**config.mk**
```make
export PLATFORM = sky130hd
export DESIGN_NAME = fetch_queue
export DESIGN_NICKNAME = d
export VERILOG_FILES = /design/src/rtl/fetch_queue.sv
export SDC_FILE = /design/constraint.sdc
export NUM_CORES = 1
export LEC_CHECK = 0
export BUFFER_PORTS_ARGS = -buffer_cell sky130_fd_sc_hd__buf_2
export CAP_MARGIN = 5
export CORE_ASPECT_RATIO = 1.25
export CORE_MARGIN = 1
export CORE_UTILIZATION = 47
export CTS_BUF_LIST = sky130_fd_sc_hd__clkbuf_16
export CTS_CLUSTER_DIAMETER = 120
export DETAILED_ROUTE_END_ITERATION = 8
export GPL_TIMING_DRIVEN = 0
export PLACE_DENSITY = 0.66
export SLEW_MARGIN = 40
export SYNTH_ARGS = -nofsm -noshare
export SYNTH_HDL_FRONTEND = slang
export SYNTH_SLANG_ARGS = --single-unit
export TNS_END_PERCENT = 10
```
**constraint.sdc**
```tcl
create_clock -name clk -period 2.6 [get_ports clk]
set_input_delay 0.26 -clock clk [delete_from_list [all_inputs] [get_ports clk]]
set_output_delay 0.26 -clock clk [all_outputs]
set_load 0.01 [all_outputs]
```
**src/rtl/fetch_queue.sv**
```systemverilog
// Instruction prefetch queue: one request in flight to a handshaked memory,
// DEPTH-entry buffer of {inst, pc4}, flushed on redirect.
//
// state   | meaning
// IDLE    | no request outstanding; issue when not full
// WAIT    | request outstanding, response will be kept
// DISCARD | request outstanding, response belongs to a flushed path
module fetch_queue #(
  parameter int          DEPTH    = 4,
  parameter logic [31:0] RESET_PC = 32'h0000_3000
) (
  input  logic        clk,
  input  logic        rst,
  input  logic        redirect,
  input  logic [31:0] redirect_pc,
  input  logic        consume,
  output logic        out_valid,
  output logic [31:0] out_inst,
  output logic [31:0] out_pc4,
  output logic        mem_req,
  output logic [31:0] mem_addr,
  input  logic        mem_ack,
  input  logic [31:0] mem_rdata
);
  localparam int AW = $clog2(DEPTH);
  localparam logic [AW:0] DEPTH_CNT = (AW+1)'(DEPTH);

  typedef enum logic [1:0] {IDLE, WAIT, DISCARD} state_t;

  state_t        state_q, state_d;
  logic [31:0]   fetch_pc_q, fetch_pc_d;
  logic [31:0]   req_addr_q, req_addr_d;
  logic [31:0]   inst_q [DEPTH];
  logic [31:0]   inst_d [DEPTH];
  logic [31:0]   pc4_q  [DEPTH];
  logic [31:0]   pc4_d  [DEPTH];
  logic [AW-1:0] rd_ptr_q, rd_ptr_d;
  logic [AW-1:0] wr_ptr_q, wr_ptr_d;
  logic [AW:0]   count_q, count_d;

  logic        push, pop, flush;
  logic [31:0] next_pc4;

  assign next_pc4  = req_addr_q + 32'd4;
  assign pop       = consume && (count_q != '0);

  assign out_valid = (count_q != '0);
  assign out_inst  = inst_q[rd_ptr_q];
  assign out_pc4   = pc4_q[rd_ptr_q];
  assign mem_req   = (state_q != IDLE);
  assign mem_addr  = req_addr_q;

  always_comb begin
    state_d    = state_q;
    fetch_pc_d = fetch_pc_q;
    req_addr_d = req_addr_q;
    push       = 1'b0;
    flush      = 1'b0;
    case (state_q)
      IDLE: begin
        if (redirect) begin
          fetch_pc_d = redirect_pc;
          flush      = 1'b1;
        end else if (count_q < DEPTH_CNT) begin
          req_addr_d = fetch_pc_q;
          state_d    = WAIT;
        end
      end
      WAIT: begin
        if (mem_ack) begin
          state_d = IDLE;
          if (redirect) begin
            flush      = 1'b1;
            fetch_pc_d = redirect_pc;
          end else begin
            push       = 1'b1;
            fetch_pc_d = next_pc4;
          end
        end else if (redirect) begin
          flush      = 1'b1;
          fetch_pc_d = redirect_pc;
          state_d    = DISCARD;
        end
      end
      DISCARD: begin
        // the outstanding response is stale; only its ack can end the request
        if (redirect) fetch_pc_d = redirect_pc;
        if (mem_ack)  state_d    = IDLE;
      end
      default: state_d = IDLE;
    endcase
  end

  always_comb begin
    inst_d   = inst_q;
    pc4_d    = pc4_q;
    rd_ptr_d = rd_ptr_q;
    wr_ptr_d = wr_ptr_q;
    count_d  = count_q;
    if (flush) begin
      count_d  = '0;
      rd_ptr_d = wr_ptr_q;
    end else begin
      if (push) begin
        inst_d[wr_ptr_q] = mem_rdata;
        pc4_d[wr_ptr_q]  = next_pc4;
        wr_ptr_d         = wr_ptr_q + AW'(1);
      end
      if (pop) rd_ptr_d = rd_ptr_q + AW'(1);
      if (push && !pop)      count_d = count_q + (AW+1)'(1);
      else if (pop && !push) count_d = count_q - (AW+1)'(1);
    end
  end

  always_ff @(posedge clk or negedge rst) begin
    if (!rst) begin
      state_q    <= IDLE;
      fetch_pc_q <= RESET_PC;
      req_addr_q <= RESET_PC;
      rd_ptr_q   <= '0;
      wr_ptr_q   <= '0;
      count_q    <= '0;
      for (int i = 0; i < DEPTH; i++) begin
        inst_q[i] <= '0;
        pc4_q[i]  <= '0;
      end
    end else begin
      state_q    <= state_d;
      fetch_pc_q <= fetch_pc_d;
      req_addr_q <= req_addr_d;
      rd_ptr_q   <= rd_ptr_d;
      wr_ptr_q   <= wr_ptr_d;
      count_q    <= count_d;
      inst_q     <= inst_d;
      pc4_q      <= pc4_d;
    end
  end

endmodule

```
==> metrics.md, run 1 <==
| Metric | Value |
|---|---|
| Run status | complete, no violations |
| Met2 WL | 18.6 mm |
| Crit path max-delay cell type | dfrtp_2 |
| Combinational Power Share | 0.365 |
| Area leader, netlist | dfrtp_1 |
| Hold_ws | 12.5 ps |
| Vias | 9943 |
| Worst-Margin Slew | 748 ps |
| Pwr Density | 1240 nW/um^2 |
| Num CTS Buffers | 36 |
| Area occupied by multi-input gates | 5950 sq um |
| Met1 Routed Length | 15.5 mm |
| Slew headroom | 0.502 |
| Clk slew on worst S/H paths | 60 ps |
| Sw frac | 0.344 |
| Total track usage | 0.244 |
| Hold Vio Cnt, Final | 0 |
| Cell Area, Synth | 14500 sq um |
| Final period util | 0.982 |
| Post-Route Utilization | 0.571 |
| Sw power | 7400 uW |
| Root buffer cell | clkbuf_16 |
| WL per Instance | 20.9 microns |
| Die X-Extent | 159 microns |
| RSZ-0062 raised after global routing | true |
| Max Freq | 0.392 GHz |
| Dpl hpwl | 25.4 mm |
| First-pass GRT wire length | 59.4 mm |
| Die Y | 198 microns |
| Most common cell after layout, fill and taps aside | dfrtp_1 |
| H-Tree Depth | 2 |
| Clk_skew | 14.1 ps |
| VDD IR max | 0.702 mV |
| Synth top area cells | dfrtp_1 (56%), mux2_2 (13%), mux4_2 (9.9%) |
| Worst hold path class | input port to flop |
| Max Cap Viol | 0 |
| Commonest cells after routing, fill and taps aside | dfrtp_1 (324), buf_2 (183), mux2_2 (171), nand2_1 (150), o21ai_0 (122) |
| CP bufs+invs | 0 |
| CP endpoint kind | flop |
| Warnings, synthesis | 0 |
| Fillers | 2555 |
| IO Count | 167 |
| Kind of critical path | flop to flop |
| Via-per-instance ratio | 5.62 |
| Vias in the first global route | 10.7k |
| Cell Chain, Critical Path | ha_1 > nand4_1 > nor4_1 > nor3b_2 > xnor2_1 > o221ai_1 |
| Critical path launch point type | flop |
| Area delta synth->final | 19.1% |
| Leak | 0.00784 uW |
| Crit path arrival time | 2910 ps |
| Die area | 31500 sq um |
| Clock sinks | 329 |
| Ratio of cells with drive above 1 in the final layout | 0.370 |
| Initial antenna violation count | 4 |
| Final min period | 2550 ps |
| Wirelength, routed | 36.9 mm |
| Slew Viols, Final | 0 |
| CTS tree | yes |
| Top_reg_cell synth | dfrtp_1 |
| WL met3 | 1.86 mm |
| Initial DRT Pass Iterations | 5 |
| EDFF count, synth | 0 |
| Register Area | 8240 sq um |
| Seq cells post-synth | 329 |
| Drt drc | 0 |
| Rows | 71 |
| Initial Utilization | 0.480 |
| Clock Power Share | 0.225 |
| CP top delay family | simple AND/OR/NAND/NOR gates |
| Largest net degree at the start of global routing | 75 |
| IO buf count | 165 |
| GP Congestion | 0.827 |
| Antenna viol nets, final | 0 |
| Count of cell types in the netlist | 49 |
| Mean Syn Cell Area | 13.0 sq um |
| Max stage delay on crit path | 510 ps |
| Setup violators final | 0 |
| Fraction of power consumed by sequential logic | 0.411 |
| GRT overflow | 0 |
| Top Layer Used | met5 |
| CP max FO | 10 |
| Clk_lat worst skew | 520 ps |
| Post-synthesis sequential area ratio | 0.569 |
| Total core area | 30200 sq um |
| Worst EP required | 2960 ps |
| FFs w/ async S/R, synth | 1.00 |
| Synth Instances | 1117 |
| Total Nets Final | 1414 |
| Iter 0 DRT Violations | 669 |
| Longest Clk Path Bufs | 3 |
| Top cell type's share of synthesized area | 0.561 |
| Setup TNS | 0 ps |
| Setup repair bufs after CTS | 0 |
| Internal power | 14100 uW |
| Net Count, Synth | 1192 |
[worst min-delay path, cell delays in order]
cell and delay [ps]:
buf_2 90, o22ai_1 60, nor2_1 80
[cell families after synthesis]
kind of cell,Yosys count,synth area share
flops,329,0.569
mux,241,0.237
simple gates,230,0.0729
compound gates,198,0.0737
buf+inv,82,0.0236
xor+xnor,31,0.0187
fa+ha+maj,6,0.00570
[path summary, 6_finish.rpt]
path                            slack (ps)               startpoint  cells past startpoint                    endpoint
worst min-delay path                    10           redirect_pc[3]                      3   fetch_pc_q[3]$_DFFE_PN0P_
max in group asynchronous             1210                      rst                      4      pc4_q[119]$_DFFE_PN0P_
worst max register to register          50  mem_addr[2]$_DFFE_PN0P_                      6  fetch_pc_q[28]$_DFFE_PN0P_
worst min register to register         470    pc4_q[70]$_DFFE_PN0P_                      2       pc4_q[70]$_DFFE_PN0P_
worst max-delay path                    50  mem_addr[2]$_DFFE_PN0P_                      6  fetch_pc_q[28]$_DFFE_PN0P_
min in group asynchronous              290                      rst                      2      inst_q[86]$_DFFE_PN0P_
[flip-flops by register name, summed over array words and instances, names as in the netlist]
register and flops:
rd_ptr_q 2, fetch_pc_q 32, inst_q 128, count_q 3
state_q 2, pc4_q 128, mem_addr 32, wr_ptr_q 2
[layout make-up]
| type | count | area share |
|---|---|---|
| clock buffers | 37 | 0.0537 |
| flip-flops and latches | 329 | 0.478 |
| clock inverters | 25 | 0.00979 |
| well taps | 401 | 0.0291 |
| inverters | 8 | 0.00174 |
| multi-input cells | 706 | 0.345 |
| diodes | 4 | 0.000580 |
| plain buffers | 74 | 0.0195 |
| repair buffers | 184 | 0.0635 |
[power groups by stage]
stage | clock network, uW | logic, uW | registers, uW
4_1_cts | 4920 | 7920 | 8800
6_report | 4820 | 7830 | 8820
5_1_grt | 5130 | 8560 | 9110
3_5_place_dp | 0 | 7840 | 8880
3_3_place_gp | 0 | 7650 | 8750
2_1_floorplan | 0 | 5180 | 8510
[Yosys cell counts (13+ instances only)]
library cell,instances
mux4_2,64
nor2_1,20
dfrtp_1,325
xnor2_1,19
mux2_2,171
o22ai_1,15
o21ai_1,21
a21oi_1,20
buf_2,21
clkbuf_1,46
nand3_1,13
nand2_1,150
o21ai_0,122
[routing by layer]
metal | up-vias | GRT usage
met5 | - | 0
met4 | 2 | 0.0805
met3 | 65 | 0.0461
met2 | 246 | 0.419
met1 | 5148 | 0.311
li1 | 4482 | -
[stage by stage]
stage	worst slack (ps)	instances	power, uW	cell area (sq um)
6_report	48.0	1768	21500	17300
4_1_cts	25.0	1764	21600	17200
3_5_place_dp	-192	1687	16700	15900
2_1_floorplan	596	1117	13700	14500
5_1_grt	-25.9	1764	22800	17200
3_3_place_gp	-5010	1683	16400	15800
[what timing repair did]
action / in CTS / in global routing
hold buffers: 15 / 0
gates resized for setup: 14 / 4
endpoints found under the setup margin: 60 / 29
endpoints found under the hold margin: 74 / 0
Power figures use the tool's default switching activity.
==> run 2, diff against run 1 <==
--- a/config.mk
+++ b/config.mk
@@ -14,7 +14,7 @@
 export CTS_CLUSTER_DIAMETER = 120
 export DETAILED_ROUTE_END_ITERATION = 8
 export GPL_TIMING_DRIVEN = 0
-export PLACE_DENSITY = 0.66
+export PLACE_DENSITY = 0.68
 export SLEW_MARGIN = 40
 export SYNTH_ARGS = -nofsm -noshare
 export SYNTH_HDL_FRONTEND = slang
==> metrics.md, run 2 (synthesis gave the netlist of run 1 again) <==
| Metric | Value |
|---|---|
| Hold Vio Cnt, Final | 1 (+1) |
| Internal power | 13900 uW (-1.1%) |
| CP max FO | 10 (unchanged) |
| Kind of critical path | flop to output pin |
| Wirelength, routed | 36.7 mm (-0.63%) |
| Setup violators final | 0 (unchanged) |
| Via-per-instance ratio | 5.66 (+0.61%) |
| Die Y | 198 microns (unchanged) |
| CP bufs+invs | 3 (+3) |
| Die area | 31500 sq um (unchanged) |
| First-pass GRT wire length | 58.7 mm (-1.3%) |
| IO Count | 167 (unchanged) |
| Max stage delay on crit path | 580 ps (+70 ps) |
| Initial DRT Pass Iterations | 5 (unchanged) |
| Run status | finished, violations left |
| Commonest cells after routing, fill and taps aside | dfrtp_1 (325), buf_2 (183), mux2_2 (171), nand2_1 (150), o21ai_0 (122) |
| Iter 0 DRT Violations | 653 (-2.4%) |
| CP endpoint kind | output pin |
| H-Tree Depth | 2 (unchanged) |
| Initial Utilization | 0.480 (unchanged) |
| Num CTS Buffers | 35 (-2.8%) |
| Longest Clk Path Bufs | 3 (unchanged) |
| Cell mode on critical path | buf_4 |
| Clk_lat worst skew | 520 ps (about the same) |
| Initial antenna violation count | 3 (-1) |
| Post-Route Utilization | 0.571 (about the same) |
| Clk slew on worst S/H paths | 60 ps (about the same) |
| Rows | 71 (unchanged) |
| Leak | 0.00783 uW (-0.19%) |
| IO buf count | 165 (unchanged) |
| WL per Instance | 20.8 microns (-0.46%) |
| R2R depth | 6 (unchanged) |
| Cell Chain, Critical Path | buf_4 > buf_4 > mux4_2 > buf_2 |
| Total core area | 30200 sq um (unchanged) |
| Area delta synth->final | 19.1% (about the same) |
| Final period util | 0.967 (-0.0146) |
| Worst EP required | 2340 ps (-620 ps) |
| Antenna viol nets, final | 0 (unchanged) |
| Slew Viols, Final | 0 (unchanged) |
| Biggest regs | inst_q x128, pc4_q x128 |
| Largest net degree at the start of global routing | 66 (-12%) |
| Total Nets Final | 1417 (+0.21%) |
| Drt drc | 0 (unchanged) |
| Max Freq | 0.398 GHz (+1.5%) |
| Most common cell after layout, fill and taps aside | dfrtp_1 |
| Sw frac | 0.347 (+0.00219) |
| Sw power | 7380 uW (-0.17%) |
| Worst hold path class | input port to flop |
| CTS tree | yes |
| Hold_ws | -3.44 ps (-16.0 ps) |
| Hold depth | 3 (unchanged) |
| Critical path launch point type | flop |
| Pwr Density | 1230 nW/um^2 (-0.78%) |
| Ratio of cells with drive above 1 in the final layout | 0.367 (-0.00320) |
| Fraction of power consumed by sequential logic | 0.415 (+0.004) |
| GRT overflow | 0 (unchanged) |
| Dpl hpwl | 25.4 mm (+0.13%) |
| Clk_skew | 16.7 ps (+2.64 ps) |
| Worst-Margin Slew | 778 ps (+30.1 ps) |
| Root buffer cell | clkbuf_16 |
| Die X-Extent | 159 microns (unchanged) |
| Slew headroom | 0.481 (-0.0201) |
| Max Cap Viol | 0 (unchanged) |
| CP top delay family | buffers and inverters |
| GP Congestion | 0.846 (+2.3%) |
| Vias | 9987 (+0.44%) |
| Crit path max-delay cell type | mux4_2 |
| WP depth | 4 (-2) |
| Combinational Power Share | 0.368 (+0.003) |
| Final min period | 2510 ps (-37.9 ps) |
| Vias in the first global route | 10.5k (-1.7%) |
| Clock Power Share | 0.218 (-0.007) |
| N_diodes | 0 (-4) |
| Clock sinks | 329 (unchanged) |
| RSZ-0062 raised after global routing | true |
| Failing checks | negative hold slack |
| Total track usage | 0.240 (-0.00323) |
| Crit path arrival time | 2250 ps (-660 ps) |
| VDD IR max | 0.758 mV (+7.9%) |
## run 2: worst min-delay path, stage by stage
cell     delay, ps
buf_2           80
a22oi_1         60
o21ai_1         70
## run 2: power groups by stage
stage | Combinational, uW | Sequential, uW | Clock [uW]
after floorplan | 5180 | 8510 | 0
after global placement | 7660 | 8740 | 0
after detailed placement | 7860 | 8880 | 0
after CTS | 7950 | 8810 | 4730
after global routing | 8530 | 9110 | 4920
final | 7840 | 8830 | 4630
## run 2: path summary, 6_finish.rpt
path / endpoint / start / slack [ps]
worst min-delay path: fetch_pc_q[29]$_DFFE_PN0P_ / redirect_pc[29] / -3
worst max register to register: inst_q[61]$_DFFE_PN0P_ / state_q[0]$_DFFE_PN0P_ / 180
worst max-delay path: out_pc4[16] / rd_ptr_q[0]$_DFFE_PN0P_ / 90
worst min register to register: pc4_q[23]$_DFFE_PN0P_ / pc4_q[23]$_DFFE_PN0P_ / 470
max in group asynchronous: pc4_q[59]$_DFFE_PN0P_ / rst / 1010
min in group asynchronous: inst_q[86]$_DFFE_PN0P_ / rst / 240
## run 2: metrics by stage
step / setup WS (ps) / instance area, sq um / std cells / setup TNS, ps / power [uW]
global route: -40.3 / 17300 / 1765 / -416 / 22600
finish: 85.9 / 17300 / 1765 / 0 / 21300
detailed placement: -225 / 16000 / 1688 / -1890 / 16700
global placement: -4970 / 15800 / 1683 / -1617260 / 16400
floorplan: 596 / 14500 / 1117 / 0 / 13700
CTS: 23.1 / 17200 / 1763 / 0 / 21500
## run 2: cell type report
class,count,area (sq um)
Buffer,74,335
Timing Repair Buffer,188,1150
Fill cell,2537,13000
Clock buffer,36,901
Multi-Input combinational cell,706,5950
Clock inverter,23,140
Sequential cell,329,8240
Tap cell,401,502
Inverter,8,30.0
## run 2: routing by layer
| layer | vias to the layer above | part of all wire | GRT usage |
|---|---|---|---|
| met2 | 283 | 0.51 | 0.423 |
| met3 | 60 | 0.053 | 0.0425 |
| met1 | 5157 | 0.41 | 0.304 |
| met4 | 6 | 0.025 | 0.0709 |
| li1 | 4481 | - | - |
| met5 | - | 0.0010 | 0 |
## run 2: what timing repair did
action,4_1_cts,5_1_grt
setup endpoints to repair,62,45
gates cloned,0,0
hold buffers,16,1
hold endpoints to repair,71,1
resized for setup,16,1
setup buffers,0,1
